**config.mk**
```make
export PLATFORM = sky130hd
export DESIGN_NAME = gcd_engine
export DESIGN_NICKNAME = d
export VERILOG_FILES = /design/src/rtl/gcd_pkg.sv /design/src/rtl/gcd_engine_dp.sv /design/src/rtl/gcd_engine.sv
export SDC_FILE = /design/constraint.sdc
export NUM_CORES = 1
export LEC_CHECK = 0
export BUFFER_PORTS_ARGS = -buffer_cell sky130_fd_sc_hd__buf_2
export CORE_AREA = 2 2 76 78
export CTS_CLUSTER_DIAMETER = 120
export DETAILED_ROUTE_END_ITERATION = 10
export DIE_AREA = 0 0 78 80
export GPL_TIMING_DRIVEN = 0
export HOLD_SLACK_MARGIN = 0.1
export PLACE_DENSITY = 0.56
export SLEW_MARGIN = 20
export SYNTH_ARGS = -nofsm -noshare
export SYNTH_HDL_FRONTEND = slang
export SYNTH_HIERARCHICAL = 1
export SYNTH_SLANG_ARGS = --single-unit
```
**constraint.sdc**
```tcl
create_clock -name clk -period 6.7 [get_ports clk]
set_clock_uncertainty 0.1 [all_clocks]
set_input_delay 0.67 -clock clk [delete_from_list [all_inputs] [get_ports clk]]
set_output_delay 0.67 -clock clk [all_outputs]
set_load 0.005 [all_outputs]
```
**src/rtl/gcd_pkg.sv**
```systemverilog
// rtl/gcd_pkg.sv - shared constants, types and helpers for the GCD engine
//
// Purpose:
//   State encoding of the control FSM, the datapath operation selector,
//   the default operand width and the iteration-counter width derivation.
//   Imported by gcd_engine and gcd_engine_dp.
package gcd_pkg;

  // Default operand/result width in bits.
  localparam int GCD_WIDTH_DEFAULT = 6;

  // Control FSM encoding, kept as plain 2-bit constants.
  localparam logic [1:0] ST_IDLE = 2'd0;
  localparam logic [1:0] ST_CALC = 2'd1;
  localparam logic [1:0] ST_DONE = 2'd2;

  // Operation the control FSM asks the datapath to perform this cycle.
  typedef enum logic [1:0] {
    DP_HOLD = 2'd0,  // keep A, B and the counter
    DP_LOAD = 2'd1,  // A<-a_in, B<-b_in, cnt<-0
    DP_SWAP = 2'd2,  // A<->B, cnt+1
    DP_SUB  = 2'd3   // A<-A-B, cnt+1
  } dp_op_e;

  // Iteration-counter width. The longest run is (2^W-1, 1), which needs
  // 2^W+1 steps, so one bit beyond the operand width is always enough.
  function automatic int gcd_cw(input int width);
    return width + 1;
  endfunction

endpackage

```
**src/rtl/gcd_engine_dp.sv**
```systemverilog
// rtl/gcd_engine_dp.sv - GCD datapath: A/B registers, swap/subtract mux, compares, counter
//
// Purpose:
//   Executes one operation per cycle as selected by the control FSM and
//   reports the two status flags the FSM branches on.
//
// Ports:
//   clk       in   rising-edge clock
//   rst       in   asynchronous active-high reset
//   op_i      in   operation for this cycle (dp_op_e)
//   a_load_i  in   operand A captured on DP_LOAD
//   b_load_i  in   operand B captured on DP_LOAD
//   a_o       out  current A register (holds the gcd once B reaches 0)
//   cnt_o     out  steps taken since the last load
//   a_lt_b_o  out  A < B (unsigned)
//   b_eq_0_o  out  B == 0
module gcd_engine_dp
  import gcd_pkg::*;
#(
  parameter int WIDTH = GCD_WIDTH_DEFAULT,
  parameter int CW    = gcd_cw(WIDTH)
) (
  input  logic             clk,
  input  logic             rst,
  input  dp_op_e           op_i,
  input  logic [WIDTH-1:0] a_load_i,
  input  logic [WIDTH-1:0] b_load_i,
  output logic [WIDTH-1:0] a_o,
  output logic [CW-1:0]    cnt_o,
  output logic             a_lt_b_o,
  output logic             b_eq_0_o
);

  logic [WIDTH-1:0] a_q, a_d;
  logic [WIDTH-1:0] b_q, b_d;
  logic [CW-1:0]    cnt_q, cnt_d;

  always_comb begin
    a_d   = a_q;
    b_d   = b_q;
    cnt_d = cnt_q;
    case (op_i)
      DP_LOAD: begin
        a_d   = a_load_i;
        b_d   = b_load_i;
        cnt_d = '0;
      end
      DP_SWAP: begin
        a_d   = b_q;
        b_d   = a_q;
        cnt_d = cnt_q + CW'(1);
      end
      DP_SUB: begin
        // Only issued when A >= B, so the difference never wraps.
        a_d   = a_q - b_q;
        cnt_d = cnt_q + CW'(1);
      end
      default: begin
        a_d   = a_q;
        b_d   = b_q;
        cnt_d = cnt_q;
      end
    endcase
  end

  always_ff @(posedge clk or posedge rst) begin
    if (rst) begin
      a_q   <= '0;
      b_q   <= '0;
      cnt_q <= '0;
    end else begin
      a_q   <= a_d;
      b_q   <= b_d;
      cnt_q <= cnt_d;
    end
  end

  assign a_o      = a_q;
  assign cnt_o    = cnt_q;
  assign a_lt_b_o = (a_q < b_q);
  assign b_eq_0_o = (b_q == '0);

endmodule

```
**src/rtl/gcd_engine.sv**
```systemverilog
// rtl/gcd_engine.sv - self-sequenced swap/subtract GCD engine with valid/ready handshakes
//
// Purpose:
//   Accepts an operand pair, iterates Euclid's swap/subtract method one
//   step per cycle, and presents gcd plus the number of CALC cycles used.
//   A synchronous abort drops a computation in progress.
//
// Ports:
//   clk        in   rising-edge clock
//   rst        in   asynchronous active-high reset
//   in_valid   in   operand pair valid
//   in_ready   out  engine can accept operands (IDLE)
//   a_in       in   operand A
//   b_in       in   operand B
//   abort      in   drop the computation in progress (CALC only)
//   out_valid  out  result valid (DONE)
//   out_ready  in   consumer accepts result
//   gcd        out  result
//   cycles     out  CALC cycles spent on this result
//   busy       out  computation in progress (CALC)
module gcd_engine
  import gcd_pkg::*;
#(
  parameter int WIDTH = GCD_WIDTH_DEFAULT,
  parameter int CW    = gcd_cw(WIDTH)
) (
  input  logic             clk,
  input  logic             rst,
  input  logic             in_valid,
  output logic             in_ready,
  input  logic [WIDTH-1:0] a_in,
  input  logic [WIDTH-1:0] b_in,
  input  logic             abort,
  output logic             out_valid,
  input  logic             out_ready,
  output logic [WIDTH-1:0] gcd,
  output logic [CW-1:0]    cycles,
  output logic             busy
);

  logic [1:0]       state_q, state_d;
  logic [WIDTH-1:0] gcd_q, gcd_d;
  logic [CW-1:0]    cycles_q, cycles_d;

  dp_op_e           dp_op;
  logic [WIDTH-1:0] dp_a;
  logic [CW-1:0]    dp_cnt;
  logic             a_lt_b;
  logic             b_eq_0;

  gcd_engine_dp #(
    .WIDTH (WIDTH),
    .CW    (CW)
  ) u_dp (
    .clk      (clk),
    .rst      (rst),
    .op_i     (dp_op),
    .a_load_i (a_in),
    .b_load_i (b_in),
    .a_o      (dp_a),
    .cnt_o    (dp_cnt),
    .a_lt_b_o (a_lt_b),
    .b_eq_0_o (b_eq_0)
  );

  always_comb begin
    state_d  = state_q;
    gcd_d    = gcd_q;
    cycles_d = cycles_q;
    dp_op    = DP_HOLD;
    case (state_q)
      ST_IDLE: begin
        if (in_valid) begin
          dp_op   = DP_LOAD;
          state_d = ST_CALC;
        end
      end
      ST_CALC: begin
        // Abort beats every other branch and leaves A, B and cnt as they are.
        if (abort) begin
          state_d = ST_IDLE;
        end else if (a_lt_b) begin
          dp_op = DP_SWAP;
        end else if (b_eq_0) begin
          // The terminating cycle itself counts as a CALC cycle.
          gcd_d    = dp_a;
          cycles_d = dp_cnt + CW'(1);
          state_d  = ST_DONE;
        end else begin
          dp_op = DP_SUB;
        end
      end
      ST_DONE: begin
        if (out_ready) begin
          state_d = ST_IDLE;
        end
      end
      default: begin
        state_d = ST_IDLE;
      end
    endcase
  end

  always_ff @(posedge clk or posedge rst) begin
    if (rst) begin
      state_q  <= ST_IDLE;
      gcd_q    <= '0;
      cycles_q <= '0;
    end else begin
      state_q  <= state_d;
      gcd_q    <= gcd_d;
      cycles_q <= cycles_d;
    end
  end

  // Handshake outputs depend on registered state only.
  assign in_ready  = (state_q == ST_IDLE);
  assign out_valid = (state_q == ST_DONE);
  assign busy      = (state_q == ST_CALC);
  assign gcd       = gcd_q;
  assign cycles    = cycles_q;

endmodule

```
== Word level (Yosys, flattened, before mapping) ==
Cells that the tools add are included.
Storage, ports and cells
  register bits: 34
  word-level logic and storage cells: 42
  output and inout bits: 16
  bits of input ports: 17
Operators by class
  order comparisons: 1
  bitwise gates (word level): 2
  equality and inequality tests: 9
  multiplexer cells: 14
  reductions and logical operators: 8
  add/sub/neg operators: 2
Operators with widths (number)
  6-bit case mux with 3 select lines: 1
  2-bit 2-to-1 mux: 8
  7-bit case mux with 2 select lines: 1
  6-bit case mux with 2 select lines: 1
  4-bit AND reduction: 2
  7-bit by 1-bit adder with 7-bit output, second input constant: 1
  2-bit == test, second input constant: 3
  6-bit logical NOT: 1
  6-bit less-than comparator: 1
  2-bit case mux with 3 select lines: 1
  6-bit subtractor: 1
  2-bit by 1-bit == test with 1-bit output, second input constant: 2
  2-bit case mux with 2 select lines: 1
  2-bit nonzero test: 2
  3-bit by 2-bit inequality test with 1-bit output, second input constant: 1
  3-bit inequality test, second input constant: 1
  3-bit nonzero test: 1
  2-bit logical NOT: 1
  2-bit by 1-bit inequality test with 1-bit output, second input constant: 1
  2-bit inequality test, second input constant: 1
  1-bit inverter: 2
  2-bit OR reduction: 1
  1-bit 2-to-1 mux: 1

== Longest topological paths before layout ==
  depth in word-level cells: 8
  mapped depth: 18
  gate-level depth less buffers: 16

== Hierarchy ==
The synthesis kept the hierarchy.
Modules (own cells, without submodules)
  gcd_engine_dp: sequential area each 475.5 sq um, area an instance 1253.7 sq um, instances 1, cells each 138
  gcd_engine: sequential area each 375.4 sq um, area an instance 759.5 sq um, instances 1, cells each 63

== Worst setup path before layout ==
Ideal clock, no wire load.
  path kind: register to register
  start point: register u_dp.a_q[2] (netlist: u_dp/a_o[2])
  end point: register u_dp.a_q[5] (netlist: u_dp/a_o[5])
  stages on the path, launching flop included: 16
  data arrival time: 2.892 ns
  library setup time: 0.129 ns
  setup slack: 3.579 ns
  cells stage by stage: dfrtp_1 -> ha_1 -> nor2b_1 -> o21ai_1 -> a21oi_1 -> a211oi_1 -> nor2_1 -> nand3_1 -> a21oi_1 -> inv_1 -> ha_1 -> buf_6 -> nor2_8 -> a221o_1 -> and4b_1 -> nor3_2
On the way
  cells in the longest elaborated chain, start to end: 6
  elaborated cells on any way between the ends: 10
  those cells by class: add/sub (1); order compare (1); eq/ne (3); mux (4); reduce/logical (1)
RTL lines
  start: declaration: RTL line gcd_engine_dp.sv:34  | logic [WIDTH-1:0] a_q, a_d;
  start signal: assignment: RTL line gcd_engine_dp.sv:68  | a_q <= '0;
  start signal: assignment: RTL line gcd_engine_dp.sv:72  | a_q <= a_d;
  6-bit less-than comparator (*): RTL line gcd_engine_dp.sv:80  | assign a_lt_b_o = (a_q < b_q);
  named net a_lt_b: RTL line gcd_engine.sv:48  | logic a_lt_b;
  2-bit 2-to-1 mux (*): RTL line gcd_engine.sv:82  | end else if (a_lt_b) begin
  2-bit 2-to-1 mux (*): RTL line gcd_engine.sv:80  | if (abort) begin
  2-bit case mux with 2 select lines (*): RTL line gcd_engine.sv:71  | case (state_q)
  named net dp_op[0]: RTL line gcd_engine.sv:45  | dp_op_e dp_op;
  2-bit == test / 2-bit by 1-bit == test with 1-bit output (equally long branches): RTL line gcd_engine_dp.sv:42  | case (op_i)
  6-bit case mux with 3 select lines / 3-bit nonzero test (equally long branches)
The timed path passes the listed nets; every way through them passes the cells marked *.
A chain may end at the register's enable or synchronous reset.

== Worst setup path after layout ==
  start point: register u_dp.a_q[0] (netlist: u_dp/a_o[0])
  end point: register u_dp.a_q[5] (netlist: u_dp/a_o[5])
Same word-level chain as after synthesis.

==> results.md <==
- In the routed design, unresolved DRC markers number 0.
- The first TritonRoute pass finished after 4 iterations.
- The sequential cell area is 851 sq um.
- The length in cells of the worst reg-to-reg path is 17.
- The mean routed wirelength per cell is 13.6 microns.
- Of the available clock period, the critical path in the final layout requires 53.5%.
- The post-route antenna net violation count is 0.
- The core area is 5410 sq um.
- Setup repair after global routing left no endpoint under its margin.
- The gate count after technology mapping is 201.
- After detailed routing, the total wire length is 4.27 mm.
- The floorplan step set the die height to 80 microns.
- The pin count of the biggest net entering global routing is 20.
- The worst-margin pin slew is 0.777 ns.
- STA classifies the critical path endpoint as a flip-flop.
- The die outline width is 78 microns.
- The initial antenna violation count is 0.
- Routability-driven placement finished with a final weighted congestion of 0.894.
- The H-tree was split into 2 levels.
- The post-CTS repair timing setup buffer count is 0.
- The share of the Yosys chip area taken by registers is 42.3%.
- The flow ran to the end, and the final reports show no timing, DRC or antenna violations.
- The launching element of the worst setup path is u_dp/a_o[0].
- Counting flops with an async set or reset pin after synthesis yields a share of 100%.
- The clock passes through at most 2 buffers.
- Clock latency on the worst-skew pair, taken at its later pin, is 0.28 ns.
- Max-cap violations in this run came to 0.
- When the netlist entered floorplanning its net count stood at 230.
- The total routing usage reported by global routing is 14.9%.
- The synthesized area per cell is 10.0 sq um.
- The total inserted antenna cells is 0.
- In the final design database the tool counted 269 nets.
- The path class of the lowest-slack min-delay path is input pin to asynchronous set/reset pin.
- The count of final hold-check violations is 0.
- The clock edge transition at the registers on the reported setup and hold paths is 0.08 ns.
- The synthesized area is 2010 sq um.
- STA classifies the critical path startpoint as a flip-flop.
- The fraction of final layout cells with drive strength greater than 1 is 24.1%.
- The clock network accounts for 27.1% of the total power.
- The count of yosys warnings during synthesis is 6.
- The count of port buffers added during placement is 32.
- TritonCTS built the clock tree.
- The row count is 27.
- The area of all placed cells without fillers is 2400 sq um.
- The reg-to-reg critical path endpoint is u_dp/a_o[5].
- 33 I/O pins were placed.
- The leakage power figure is 1.18 nW.
- The worst-case IR drop observed on VDD is 0.000149 V.
- The shortest clock period the worst path allows after layout is 3.58 ns.
- The via count of the first global-routing pass is 1440.
- The highest-delay cell along the critical path is a211oi_1.
- The area of the die is 6240 sq um.
- The via count normalized by instance count is 4.92.
- Following the worst setup path forward leads to its endpoint at u_dp/a_o[5].
- The sum of internal, switching and leakage power is 846 uW.
- The global-route wire length before repair is 7.16 mm.
- Timing would allow up to 0.279 GHz.
- The via count of the routed design is 1541.
- After detailed placement, the total cell area comes to 2260 sq um.
- Headroom to the max-slew limit came out at 47.8%.
- The max-slew violation total from the final report came to 0.
- The critical path crosses 17 cells after its start point.
- The worst setup path is of the flip-flop to flip-flop kind.
- The detailed placer's ending HPWL is 3.25 mm.
- In this run, synthesis inferred 0 flip-flops with an integrated enable.
- The top cell types in the final layout, fill and taps aside, are 34 x dfrtp_1, 34 x buf_2, 20 x inv_1.
- The initial core utilization is 37.2%.
- Summing all multi-input logic gate instances after layout gives 1020 sq um.
- The kind of cell with the highest combined delay along the critical path is compound AO/OA/AOI/OAI gates.
- CTS placed an instance of clkbuf_8 at the clock tree root.
- Of all nets on the critical path, the largest fanout is 9.
- The number of setup violations in the final report is 0.
- Per report_power, the combinational group accounts for 36.1% of the total.
- Counting flops and latches in the post-synthesis netlist gives 34.
- The detailed router's first-iteration violation count is 66.
- The critical path goes through inv_1 -> ha_1 -> fa_1 -> nor2b_1 -> o21ai_1 -> a21oi_1 -> a211oi_1 -> nor2_1 -> nand3_1 -> a21oi_1 -> inv_1 -> ha_1 -> buf_6 -> nor2_8 -> a221o_1 -> and4b_1 -> nor3_2.
- The minimum setup slack among reg-to-reg paths is 3.12 ns.
- The count of cells resized by post-cts repair is 0.
- For the worst setup path, the data arrival time is 3.65 ns.
- The number of inserted filler cells in the final layout is 546.
- The highest cell delay on the worst timing path is 0.66 ns.
- The launching point of the worst reg2reg path is u_dp/a_o[0].
- For the final routed database, the setup TNS stands at 0 ns.
- Clock tree synthesis found a total of 34 sinks.
- Counting the buffers created by CTS gives 5.
- For this design, the CTS-stage hold fixing added 0 buffers.
- The global-route congestion overflow total is 0.
- The number of distinct library cell variants in the gate-level netlist after synthesis is 44.
- The leading register cell type out of synthesis is dfrtp_1.
- Together, buffers and inverters on the worst path number 3.
- The switching power share of the total is 37.2%.
- The internal portion of the total power is 531 uW.
- The sequential group share of total power is 36.8%.
- The power density over the cells is 352 nW/um^2.
- The required time of the worst setup path is 6.77 ns.
- The area growth from synthesis to layout is 19.3%.
- The switching power is 314 uW.
-- logic make-up (layout without fill, tap and decap cells) --
family                   count (synthesis)  after routing  share of synthesized area, %
flip-flops                              34             34                          42.3
XOR/XNOR                                 8              8                          3.48
multiplexers                            15             15                          8.95
buffers and inverters                   28             68                          7.09
AO/OA/AOI/OAI                           49             49                          14.9
adder cells (fa/ha/maj)                 12             12                          7.83
AND/OR/NAND/NOR                         55             55                          15.5
-- flip-flops by register name, indices dropped and copies added (netlist names) --
| signal | flops |
|---|---|
| u_dp/a_o | 6 |
| u_dp/b_q | 6 |
| u_dp/cnt_o | 7 |
| cycles | 7 |
| state_q | 2 |
| gcd | 6 |
-- through the flow --
step / hold slack, ns / std cells / setup slack [ns] / utilization, %
2_1_floorplan: 0.404 / 201 / 3.58 / -
3_3_place_gp: 0.387 / 305 / 3.17 / 41.9
3_5_place_dp: 0.395 / 305 / 3.18 / 41.9
4_1_cts: 0.339 / 313 / 3.12 / 44.4
5_1_grt: 0.377 / 313 / 2.84 / 44.4
6_report: 0.324 / 313 / 3.12 / 44.4
-- synth_stat cells (all sizes together), types with 2 or more instances --
| library cell | number | area, sq um |
|---|---|---|
| mux2i | 6 | 60.1 |
| clkbuf | 2 | 7.51 |
| a211oi | 5 | 37.5 |
| ha | 11 | 138 |
| and4b | 2 | 20.0 |
| xor2 | 2 | 17.5 |
| a31oi | 3 | 18.8 |
| nor3 | 4 | 25.0 |
| inv | 20 | 75.1 |
| a21oi | 18 | 90.1 |
| mux2 | 9 | 120 |
| nand4 | 2 | 12.5 |
| or3 | 3 | 18.8 |
| buf | 6 | 60.1 |
| nor2 | 17 | 80.1 |
| nand2 | 12 | 45.0 |
| dfrtp | 34 | 851 |
| nor2b | 4 | 25.0 |
| a22oi | 2 | 15.0 |
| o21ai | 11 | 55.1 |
| nand3 | 5 | 25.0 |
| a21o | 3 | 22.5 |
| xnor2 | 6 | 52.6 |
-- power groups by stage --
stage | logic, mW | clock network [mW] | registers (mW)
2_1_floorplan | 0.240 | 0 | 0.294
3_5_place_dp | 0.303 | 0 | 0.315
3_3_place_gp | 0.302 | 0 | 0.314
6_report | 0.306 | 0.229 | 0.311
5_1_grt | 0.352 | 0.244 | 0.319
4_1_cts | 0.306 | 0.236 | 0.311
-- routing by layer --
metal | GRT usage, % | vias up | share of wire, %
li1 | - | 784 | -
met4 | 5.79 | 0 | 1.1
met1 | 22.2 | 712 | 53
met5 | 0 | - | 0
met2 | 21.2 | 39 | 41
met3 | 2.60 | 6 | 4.4
-- cell type report --
cell class | instances | area share, %
multi-input cells | 139 | 42.5
flip-flops and latches | 34 | 35.4
repair buffers | 32 | 6.67
well taps | 72 | 3.75
inverters | 20 | 3.13
clock buffers | 5 | 2.87
clock inverters | 3 | 2.87
plain buffers | 8 | 2.81
-- worst min path at each step --
stage	to	start	slack (ns)
final	gcd[0]	rst	0.32
after global routing	cycles[3]	rst	0.38
after CTS	gcd[0]	rst	0.34
after detailed placement	gcd[4]	gcd[4]	0.39
after global placement	cycles[3]	cycles[3]	0.39
after floorplan	gcd[0]	u_dp/a_o[0]	0.40
Power figures use the tool's default switching activity.
